==> config.mk <==
export PLATFORM = sky130hd
export DESIGN_NAME = comparador_serial_derizq_ctrl
export DESIGN_NICKNAME = d
export VERILOG_FILES = /design/src/rtl/comparador_serial_derizq_ctrl.sv
export SDC_FILE = /design/constraint.sdc
export NUM_CORES = 1
export LEC_CHECK = 0
export ABC_CLOCK_PERIOD_IN_PS = 1300
export CAP_MARGIN = 20
export CORE_MARGIN = 3
export CORE_UTILIZATION = 44
export CTS_CLUSTER_SIZE = 16
export DETAILED_ROUTE_END_ITERATION = 8
export PLACE_DENSITY_LB_ADDON = 0.3
export SYNTH_ARGS = -nofsm -noshare
export SYNTH_HDL_FRONTEND = slang
export SYNTH_SLANG_ARGS = --single-unit
==> constraint.sdc <==
create_clock -name clk -period 1.3 [get_ports clk]
set_input_delay 0.195 -clock clk [delete_from_list [all_inputs] [get_ports clk]]
set_output_delay 0.195 -clock clk [all_outputs]
set_load 0.05 [all_outputs]
==> src/rtl/comparador_serial_derizq_ctrl.sv <==
// -----------------------------------------------------------------------------
// comparador_serial_derizq_ctrl
//
// Bit-serial unsigned comparator. It answers "A <= B ?" by walking one
// comparison cell over the operand bits, LSB first, one bit per clock. At each
// bit where the operands differ, the decision is overwritten by B's bit.
// Because of this, the most significant differing bit has the final say. If
// every bit matches, the initial "equal so far" value of 1 stands.
//
// Handshake: a start pulse accepted in IDLE captures A/B. Then N RUN cycles
// follow, one per bit, and then a single DONE cycle.
//
// Parameters
//   N       operand width in bits (N >= 1)
//
// Ports
//   clk     in   rising-edge clock
//   rst     in   asynchronous, active-high reset
//   start   in   request, sampled only in IDLE
//   A, B    in   operands [N-1:0], captured on the accept edge
//   busy    out  high while in RUN or DONE
//   done    out  one-cycle pulse; Zout is valid from this cycle on
//   Zout    out  last result: 1 if A <= B, 0 if A > B; held until next done
//   igual   out  last result: 1 if A == B (only with COMPARADOR_SERIAL_IGUAL_EN)
//
// Configuration macro
//   COMPARADOR_SERIAL_IGUAL_EN  adds the igual output and its equality tracker
// -----------------------------------------------------------------------------
module comparador_serial_derizq_ctrl #(
  parameter int N = 4
) (
  input  logic         clk,
  input  logic         rst,
  input  logic         start,
  input  logic [N-1:0] A,
  input  logic [N-1:0] B,
  output logic         busy,
  output logic         done,
  output logic         Zout
`ifdef COMPARADOR_SERIAL_IGUAL_EN
  ,
  output logic         igual
`endif
);

  localparam int CW = (N > 1) ? $clog2(N) : 1;

  // The encoding keeps RUN and DONE on separate flop bits.
  localparam logic [1:0] S_IDLE = 2'b00;
  localparam logic [1:0] S_RUN  = 2'b01;
  localparam logic [1:0] S_DONE = 2'b10;

  localparam logic [CW-1:0] LAST_BIT = CW'(N - 1);

  logic [1:0]    r_state;
  logic [N-1:0]  r_sa;
  logic [N-1:0]  r_sb;
  logic [CW-1:0] r_cnt;
  logic          r_z;
  logic          r_zout;
  logic          r_done;

  logic          w_a;
  logic          w_b;
  logic          w_z_next;
  logic          w_last;

  // This is the single comparison cell. A differing bit decides in favour of
  // B's bit. A matching bit passes the lower-order decision through unchanged.
  assign w_a      = r_sa[0];
  assign w_b      = r_sb[0];
  assign w_z_next = (w_a != w_b) ? w_b : r_z;
  assign w_last   = (r_cnt == LAST_BIT);

  // NOTE: All state is updated with non-blocking assignments. Every register
  // then samples pre-edge values, so the cell, the shifters and the result
  // register see a consistent snapshot. The operand shift registers and the
  // cell state are also cleared on reset. This leaves no X in the datapath
  // before the first accept.
  always_ff @(posedge clk or posedge rst) begin
    if (rst) begin
      r_state <= S_IDLE;
      r_sa    <= '0;
      r_sb    <= '0;
      r_cnt   <= '0;
      r_z     <= 1'b0;
      r_zout  <= 1'b0;
      r_done  <= 1'b0;
    end else begin
      r_done <= 1'b0;
      case (r_state)
        S_IDLE: begin
          if (start) begin
            r_sa    <= A;
            r_sb    <= B;
            r_cnt   <= '0;
            r_z     <= 1'b1;  // equal so far, so A <= B holds
            r_state <= S_RUN;
          end
        end
        S_RUN: begin
          r_z  <= w_z_next;
          r_sa <= r_sa >> 1;
          r_sb <= r_sb >> 1;
          if (w_last) begin
            // The MSB step has just been evaluated, so publish its result.
            // The counter stays put, so it never wraps.
            r_zout  <= w_z_next;
            r_done  <= 1'b1;
            r_state <= S_DONE;
          end else begin
            r_cnt <= r_cnt + 1'b1;
          end
        end
        S_DONE: begin
          r_state <= S_IDLE;
        end
        default: begin
          r_state <= S_IDLE;
        end
      endcase
    end
  end

  assign busy = (r_state != S_IDLE);
  assign done = r_done;
  assign Zout = r_zout;

`ifdef COMPARADOR_SERIAL_IGUAL_EN
  logic r_eq;
  logic r_igual;

  // The equality tracker starts true and is knocked down by any differing bit.
  always_ff @(posedge clk or posedge rst) begin
    if (rst) begin
      r_eq    <= 1'b0;
      r_igual <= 1'b0;
    end else begin
      case (r_state)
        S_IDLE: begin
          if (start) begin
            r_eq <= 1'b1;
          end
        end
        S_RUN: begin
          if (w_a != w_b) begin
            r_eq <= 1'b0;
          end
          if (w_last) begin
            r_igual <= r_eq & (w_a == w_b);
          end
        end
        default: begin
        end
      endcase
    end
  end

  assign igual = r_igual;
`endif

endmodule
Word-level counts from Yosys, hierarchy flattened
Index checks and enable logic that the tools add are counted.
{"block": "word_totals", "ff_bits": 15, "latchBits": 0, "mem_bits_rw": 0, "mem_bits_ro": 0, "output_inout_bits": 3, "word_cells": 36, "n_memories": 0}
{"block": "classes", "addsub": 1, "multipliers": 0, "n_div": 0, "order_cmp": 0, "n_eq_ne": 6, "n_shift": 0, "muxes": 15, "n_bitwise": 0, "n_reduce_logical": 7}
{"op": "4-bit one-hot mux with 2 select lines", "n": 2}
{"op": "2-bit two-way mux", "n": 4}
{"op": "4-bit two-way mux", "n": 2}
{"op": "2-bit one-hot mux with 2 select lines", "n": 2}
{"op": "2-bit != test, second input constant", "n": 3}
{"op": "2-bit AND reduction", "n": 3}
{"op": "1-bit two-way mux", "n": 4}
{"op": "2-bit nonzero test", "n": 2}
{"op": "3-bit AND reduction", "n": 1}
{"op": "2-bit by 1-bit adder with 2-bit output, second input constant", "n": 1}
{"op": "2-bit by 1-bit equality test with 1-bit output, second input constant", "n": 1}
{"op": "2-bit equality test, second input constant", "n": 1}
{"op": "2-bit logical NOT", "n": 1}
{"op": "1-bit one-hot mux with 2 select lines", "n": 1}
{"op": "1-bit != test", "n": 1}

Logic depth before layout (Yosys ltp)
Gate-level depths: netlist of the first run.
{"block": "logic_depth", "ltp_word": 3, "depth_mapped": 4}

Worst setup path after synthesis of the first run
No wires, ideal clock.
{"block": "synth_path", "path_type": "register to register", "start": "reg r_cnt[0]", "end": "reg r_zout, in the netlist Zout", "arrival_ps": 1062, "path_slack_ps": 113, "stages_incl_launch_ff": 4, "synth_period_minus_slack_ps": 1187, "path_cell_list": "dfrtp_1 > ha_1 > and3b_4 > mux2_4"}
{"block": "synth_via", "elab_chain_len": 2}
{"element": "start: declaration", "line": "58", "text": "logic [CW-1:0] r_cnt;"}
{"element": "start signal: assignment", "line": "112", "text": "r_cnt <= r_cnt + 1'b1;"}
{"element": "2-bit equality test", "line": "73", "text": "assign w_last = (r_cnt == LAST_BIT);"}
{"element": "2-bit AND reduction (no line)"}
{"element": "end signal: assignment", "line": "108", "text": "r_zout <= w_z_next;"}
{"element": "end: declaration", "line": "60", "text": "logic r_zout;"}
Every way passes these cells.
A chain may end at the register's enable or synchronous reset.

Worst setup path in the final report of the first run
{"block": "layout_path", "start": "reg r_state[1]", "end": "reg r_zout, in the netlist Zout"}
{"block": "layout_via", "elab_chain_len": 2}
{"element": "start: declaration", "line": "55", "text": "logic [1:0] r_state;"}
{"element": "start signal: assignment", "line": "82", "text": "r_state <= S_IDLE;"}
{"element": "start signal: assignment", "line": "98", "text": "r_state <= S_RUN;"}
{"element": "start signal: assignment", "line": "110", "text": "r_state <= S_DONE;"}
{"element": "2-bit by 1-bit equality test with 1-bit output", "line": "91", "text": "case (r_state)"}
{"element": "2-bit AND reduction (no line)"}
Every way passes these cells.

==> out/results.ini, run 1 <==
[clock_tree]
cts_buffers=3
cts_hold_buf=0
cts.sinks=15
clockBufferDepth=2
clk_latency_ps=290
cts_tree=done
clkTransAtPathRegs_ps=90
cts_root_buf=clkbuf_4
h-tree-depth=1

[synth]
yosys_warnings=0
yosysTopAreaCell=dfrtp_1
ys_seq_area_frac=0.511
synth.ff_latch_count=15
syn_inst=66
netlist_area_um2=734
syn_nets=78
synthDistinctLibCells=26
synth_area_leaders=dfrtp_1 (51%), a32o_1 (4.1%), and3b_2 (4.1%)
netlist.area_leader.share=0.511
syn_area_per_cell_um2=11.1

[floorplan]
rows=14
dieArea_um2=2200
io_pins=14
die_y_um=46.9
fp.dieW_um=46.9
start_util=0.476
core_um2=1540

[power]
pwr-share-seq=0.353
p_leak_uw=0.000454
p_int_uw=1390
p_sw_uw=871
power_density_nw_per_um2=2260
pwr-share-clk=0.120
pwr-share-comb=0.528
p_sw_frac=0.385
ir_worst_vdd_v=0.00139

[run_status]
status=complete, no violations

[timing]
setup_viol=0
period_needed_ps=1280
rsz0062_at_grt=true
fin_ws_ps=24.7
hold_violations=0
fin_skew_ps=9.66
clock.fmax_ghz=0.784
relSlewSlack=0.812
slew_viol_final=0
worstMarginPinSlew_ps=281
layout_worst_path_cycle_share=0.981
fin_tns_setup_ps=0

[layout]
diodes=0
fin_area_um2=1000
drive_above_1_share=0.360
syn2layout_area_growth_pct=36.5
final_nets=102
fin_util=0.650

[detailed_routing]
drc_errors=0
antenna_left=0
vias_per_cell=5.36
drt-wirelength-per-cell_um=13.9
vias=563
detail_route.wirelength_um=1460
drt-pass1-iter-count=4
drt-initial-drc-count=10

[critical_path]
crit_fanout=5
required_ps=1490
crit-reg2reg-launch=r_state[1]
critPathCaptureType=flop
start_kind=flop
regToRegEndpoint=Zout
critPathLaunch=r_state[1]
arrival_ps=1460
crit_type=flop to flop
reg2regPathDepth=3
r2r_setup_slack_ps=20

[run]
maxCapViolations=0

[global_routing]
grt_start_max_net_pins=16
antenna_found_initial=0
grt_pass1_vias=504
grt_pass1_wl_um=2330
gr-total-overflow=0
track_usage=0.159

[worst_hold_path]
hp-class=input port to async pin

[place]
io_buffers=13
pre_cts_ws_ps=-100
hpwl_um=1040
place_congestion=0.760
dpl_cell_area_um2=928

-- synthesized netlist by cell type (all sizes together) --
master,count
dfrtp,15
o21ai,9
nand2,8
a21oi,5
and3b,5
inv,4
a22oi,3
a32o,3
buf,2
nor2,2
nor2b,2
a22o,1
clkbuf,1
ha,1
mux2,1
nand2b,1
nand4b,1
o21ba,1
o21bai,1
-- cell usage in the layout, fill, tap and decap left out, drive strengths merged --
cell type / synthesis / layout
dfrtp: 15 / 15
and3b: 5 / 5
mux2: 1 / 1
a21oi: 5 / 5
clkdlybuf4s50: 0 / 10
inv: 4 / 4
buf: 2 / 12
clkinv: 0 / 1
nor2b: 2 / 2
nand2: 8 / 8
nor2: 2 / 2
nand4b: 1 / 1
ha: 1 / 1
clkbuf: 1 / 3
o21bai: 1 / 1
a22o: 1 / 1
o21ba: 1 / 1
a32o: 3 / 3
o21ai: 9 / 9
nand2b: 1 / 1
a22oi: 3 / 3
-- timing repair --
action	4_1_cts	5_1_grt
endpoints found under the setup margin	1	2
hold endpoints to repair	0	0
gates resized for setup	5	2
pin swaps	1	0
buffers inserted	3	1
-- power by group through the flow --
stage	combinational [uW]	sequential, uW	clock, uW
6_report	1200	799	271
4_1_cts	1190	797	289
5_1_grt	1300	820	316
3_3_place_gp	1030	830	0
2_1_floorplan	697	825	0
3_5_place_dp	1060	840	0
-- kinds of logic after synthesis --
group,count (synthesis),share of synthesized area
DFF,15,0.511
and+or+nand+nor,19,0.169
muxes,1,0.0204
AOI/OAI and AO/OA,23,0.230
adders and majority gates,1,0.0170
buffers and inverters,7,0.0528
-- metrics by stage --
step | total power [uW] | std cells | hold slack (ps)
3_3_place_gp | 1860 | 97 | 477
4_1_cts | 2280 | 104 | 190
2_1_floorplan | 1520 | 66 | 96.5
3_5_place_dp | 1900 | 97 | 477
5_1_grt | 2440 | 105 | 186
6_report | 2270 | 105 | 189
-- registers in the layout, summed over array words and instances (netlist names) --
name / cells
Zout: 1
done: 1
r_cnt: 2
r_sa: 4
r_sb: 4
r_state: 2
r_z: 1
-- per-layer routing --
| metal | up-vias | wire length, um | global-route usage |
|---|---|---|---|
| met5 | - | 0 | 0 |
| met4 | 0 | 21 | 0.0663 |
| met3 | 5 | 83 | 0.0690 |
| met2 | 14 | 739 | 0.247 |
| met1 | 264 | 618 | 0.192 |
| li1 | 280 | - | - |
-- worst max-delay path, stage by stage (launching register included) --
cell,delay (ps)
dfrtp_2,450
buf_6,140
and3b_4,290
mux2_4,290
-- worst max path at each step --
stage | end | slack, ps | cells past startpoint
6_report | Zout | 20 | 3
5_1_grt | busy | -7 | 3
3_3_place_gp | r_cnt[0] | -70 | 4
2_1_floorplan | Zout | 110 | 3
3_5_place_dp | r_cnt[0] | -100 | 4
4_1_cts | busy | 20 | 3
-- area by class of cell --
cell class | instances | area [um2]
Fill cell | 130 | 539
Sequential cell | 15 | 378
Multi-Input combinational cell | 44 | 330
Timing Repair Buffer | 22 | 231
Clock buffer | 3 | 22.5
Tap cell | 16 | 20.0
Inverter | 4 | 15.0
Clock inverter | 1 | 5.00
Power figures use the tool's default switching activity.
==> run 2, diff against run 1 <==
--- a/config.mk
+++ b/config.mk
@@ -6,7 +6,7 @@
 export NUM_CORES = 1
 export LEC_CHECK = 0
 export ABC_CLOCK_PERIOD_IN_PS = 1300
-export CAP_MARGIN = 20
+export CAP_MARGIN = 25
 export CORE_MARGIN = 3
 export CORE_UTILIZATION = 44
 export CTS_CLUSTER_SIZE = 16
==> results of run 2 <==
No change in the layout: final DEF, timing and power equal those of run 1.
==> run 3, diff against run 2 <==
--- a/config.mk
+++ b/config.mk
@@ -5,10 +5,10 @@
 export SDC_FILE = /design/constraint.sdc
 export NUM_CORES = 1
 export LEC_CHECK = 0
-export ABC_CLOCK_PERIOD_IN_PS = 1300
+export ABC_CLOCK_PERIOD_IN_PS = 1190
 export CAP_MARGIN = 25
 export CORE_MARGIN = 3
-export CORE_UTILIZATION = 44
+export CORE_UTILIZATION = 49
 export CTS_CLUSTER_SIZE = 16
 export DETAILED_ROUTE_END_ITERATION = 8
 export PLACE_DENSITY_LB_ADDON = 0.3
==> constraint.sdc (replaced) <==
create_clock -name clk -period 1.19 [get_ports clk]
set_input_delay 0.1785 -clock clk [delete_from_list [all_inputs] [get_ports clk]]
set_output_delay 0.1785 -clock clk [all_outputs]
set_load 0.05 [all_outputs]
==> run 3 against run 2 <==
The run now ends with negative setup slack left. Combinational power is 35% higher. Worst setup slack worse by 130 ps. Clock power rose by 8.5%. Core utilization increased by 15 points. Cell area increased by 7.9%. Register-to-register slack worse by 100 ps. Count of clock-buffer cells in the layout did not move. Clock skew down 7.4 ps. Sequential share of layout area decreased by 2.7 points. Wire length increased by 16%. Non-clock buffer count grew 7. Largest power group unchanged. Largest cell class unchanged. Final cell count up 6.7%.
==> out/results.ini, run 3 (synthesized netlist as in run 1, its figures left out) <==
[layout]
seq_area_um2=378  ; unchanged
num-fill-cells=85  ; -35%
largest_registers=r_sa (4), r_sb (4)
diodes=0  ; unchanged
syn2layout_area_growth_pct=47.2
multi_input_area_um2=354  ; +7.2%
drive_above_1_share=0.443  ; +0.0837
final_nets=110  ; +7.8%
final_common_cell=buf_4
final_cell_mix=buf_4 (14), dfrtp_1 (13), clkdlybuf4s50_1 (10)
fin_util=0.801  ; +0.151

[timing]
setup_viol=9  ; +9
worstMarginPinSlew_ps=332  ; +51.1 ps
relSlewSlack=0.778  ; -0.0342
clock.fmax_ghz=0.774
layout_worst_path_cycle_share=1.09
slew_viol_final=0  ; unchanged
hold_violations=0  ; unchanged
period_needed_ps=1290
rsz0062_at_grt=true
fin_ws_ps=-102  ; -127 ps
fin_skew_ps=2.25  ; -7.41 ps
whs_ps=193  ; +3.76 ps

[critical_path]
path_buf_inv=3  ; +2
path_delay_family=flip-flops
r2r_setup_slack_ps=-80  ; -100 ps
crit_chain=buf_6 -> nor2_4 -> inv_2 -> buf_12
crit_fanout=2  ; -3
required_ps=1010  ; -480 ps
start_kind=flop
crit_path_top_delay_cell=dfrtp_2
critPathCaptureType=primary output
max_stage_delay_ps=440  ; about the same
crit_type=flop to primary output
arrival_ps=1110  ; -350 ps

[detailed_routing]
drt-wirelength-per-cell_um=15.2  ; +9.1%
vias=625  ; +11%
drt-initial-drc-count=17  ; +7
drc_errors=0  ; unchanged
drt-pass1-iter-count=4  ; unchanged
antenna_left=0  ; unchanged
vias_per_cell=5.58  ; +4.1%
detail_route.wirelength_um=1700  ; +16%

[clock_tree]
h-tree-depth=1  ; unchanged
clkTransAtPathRegs_ps=90  ; about the same
clockBufferDepth=2  ; unchanged
cts_buffers=3  ; unchanged
cts.sinks=15  ; unchanged
cts_hold_buf=0  ; unchanged
cts_root_buf=clkbuf_4
cts_tree=done
clk_latency_ps=280  ; about the same

[run]
maxCapViolations=0  ; unchanged

[floorplan]
rows=13  ; -1
fp.dieW_um=44.7  ; -4.6%
dieArea_um2=2000  ; -8.9%
die_y_um=44.7  ; -4.6%
io_pins=14  ; unchanged
start_util=0.544  ; +0.0676
core_um2=1350  ; -12%

[global_routing]
track_usage=0.196  ; +0.0371
gr-total-overflow=0  ; unchanged
grt_pass1_wl_um=2800  ; +20%
grt_start_max_net_pins=16  ; unchanged
grt_pass1_vias=623  ; +24%
antenna_found_initial=0  ; unchanged

[run_status]
status=complete, but fails checks
violations=negative setup slack

[place]
place_congestion=0.734  ; -3.4%
hpwl_um=1230  ; +18%
io_buffers=13  ; unchanged

[power]
power_uw=2790  ; +23%
p_leak_uw=0.000507  ; +12%
ir_worst_vdd_v=0.00177  ; +27%
power_density_nw_per_um2=2580  ; +14%

[worst_hold_path]
hp-class=input port to async pin

## run 3: changes by cell type in the layout (fill, tap and decap cells not counted), sizes merged
| cell | change |
|---|---|
| buf | +7 |
| o21bai | +1 |
## run 3: report_power, final
part / leakage, uW / total (uW) / switching (uW) / internal [uW]
clock network: 0.0000177 / 294 / 170 / 125
registers: 0.000188 / 875 / 159 / 716
logic: 0.000301 / 1620 / 740 / 878
## run 3: path summary, 6_finish.rpt
path / start / endpoint / cells after the start
min: rst / r_cnt[0] / 3
max: r_state[0] / busy / 4
max reg2reg: r_state[0] / r_cnt[0] / 5
max in group asynchronous: rst / r_state[1] / 3
min in group clk: r_sb[1] / r_sb[1] / 2
min reg2reg: r_sb[1] / r_sb[1] / 2
## run 3: routing by layer
metal,GRT usage,share of wire,up-vias
met4,0.0904,0.0053,0
met3,0.0279,0.069,2
met1,0.232,0.41,297
met2,0.347,0.52,27
met5,0,0,-
li1,-,-,299
## run 3: worst min-delay path, cell delays in order
cell and delay (ps):
clkdlybuf4s50_1 400, inv_1 50, buf_4 220
## run 3: cell type report
cell class              instances  area share
flip-flops and latches         15       0.350
multi-input cells              45       0.328
repair buffers                 29       0.266
clock buffers                   3      0.0208
well taps                      15      0.0174
inverters                       4      0.0139
clock inverters                 1     0.00463
## run 3: timing repair
action	4_1_cts	5_1_grt
gates cloned	1	0
pin swaps	5	3
hold endpoints to repair	0	0
setup buffers	4	1
resized for setup	12	2
endpoints found under the setup margin	7	13
## run 3: stage by stage
step	TNS [ps]	std cells	worst slack (ps)	area, um2
after floorplan	0	66	3.01	734
after global placement	-1290	102	-155	972
after detailed placement	-1640	102	-205	972
after CTS	-232	111	-106	1070
after global routing	-882	112	-139	1080
final	-320	112	-102	1080
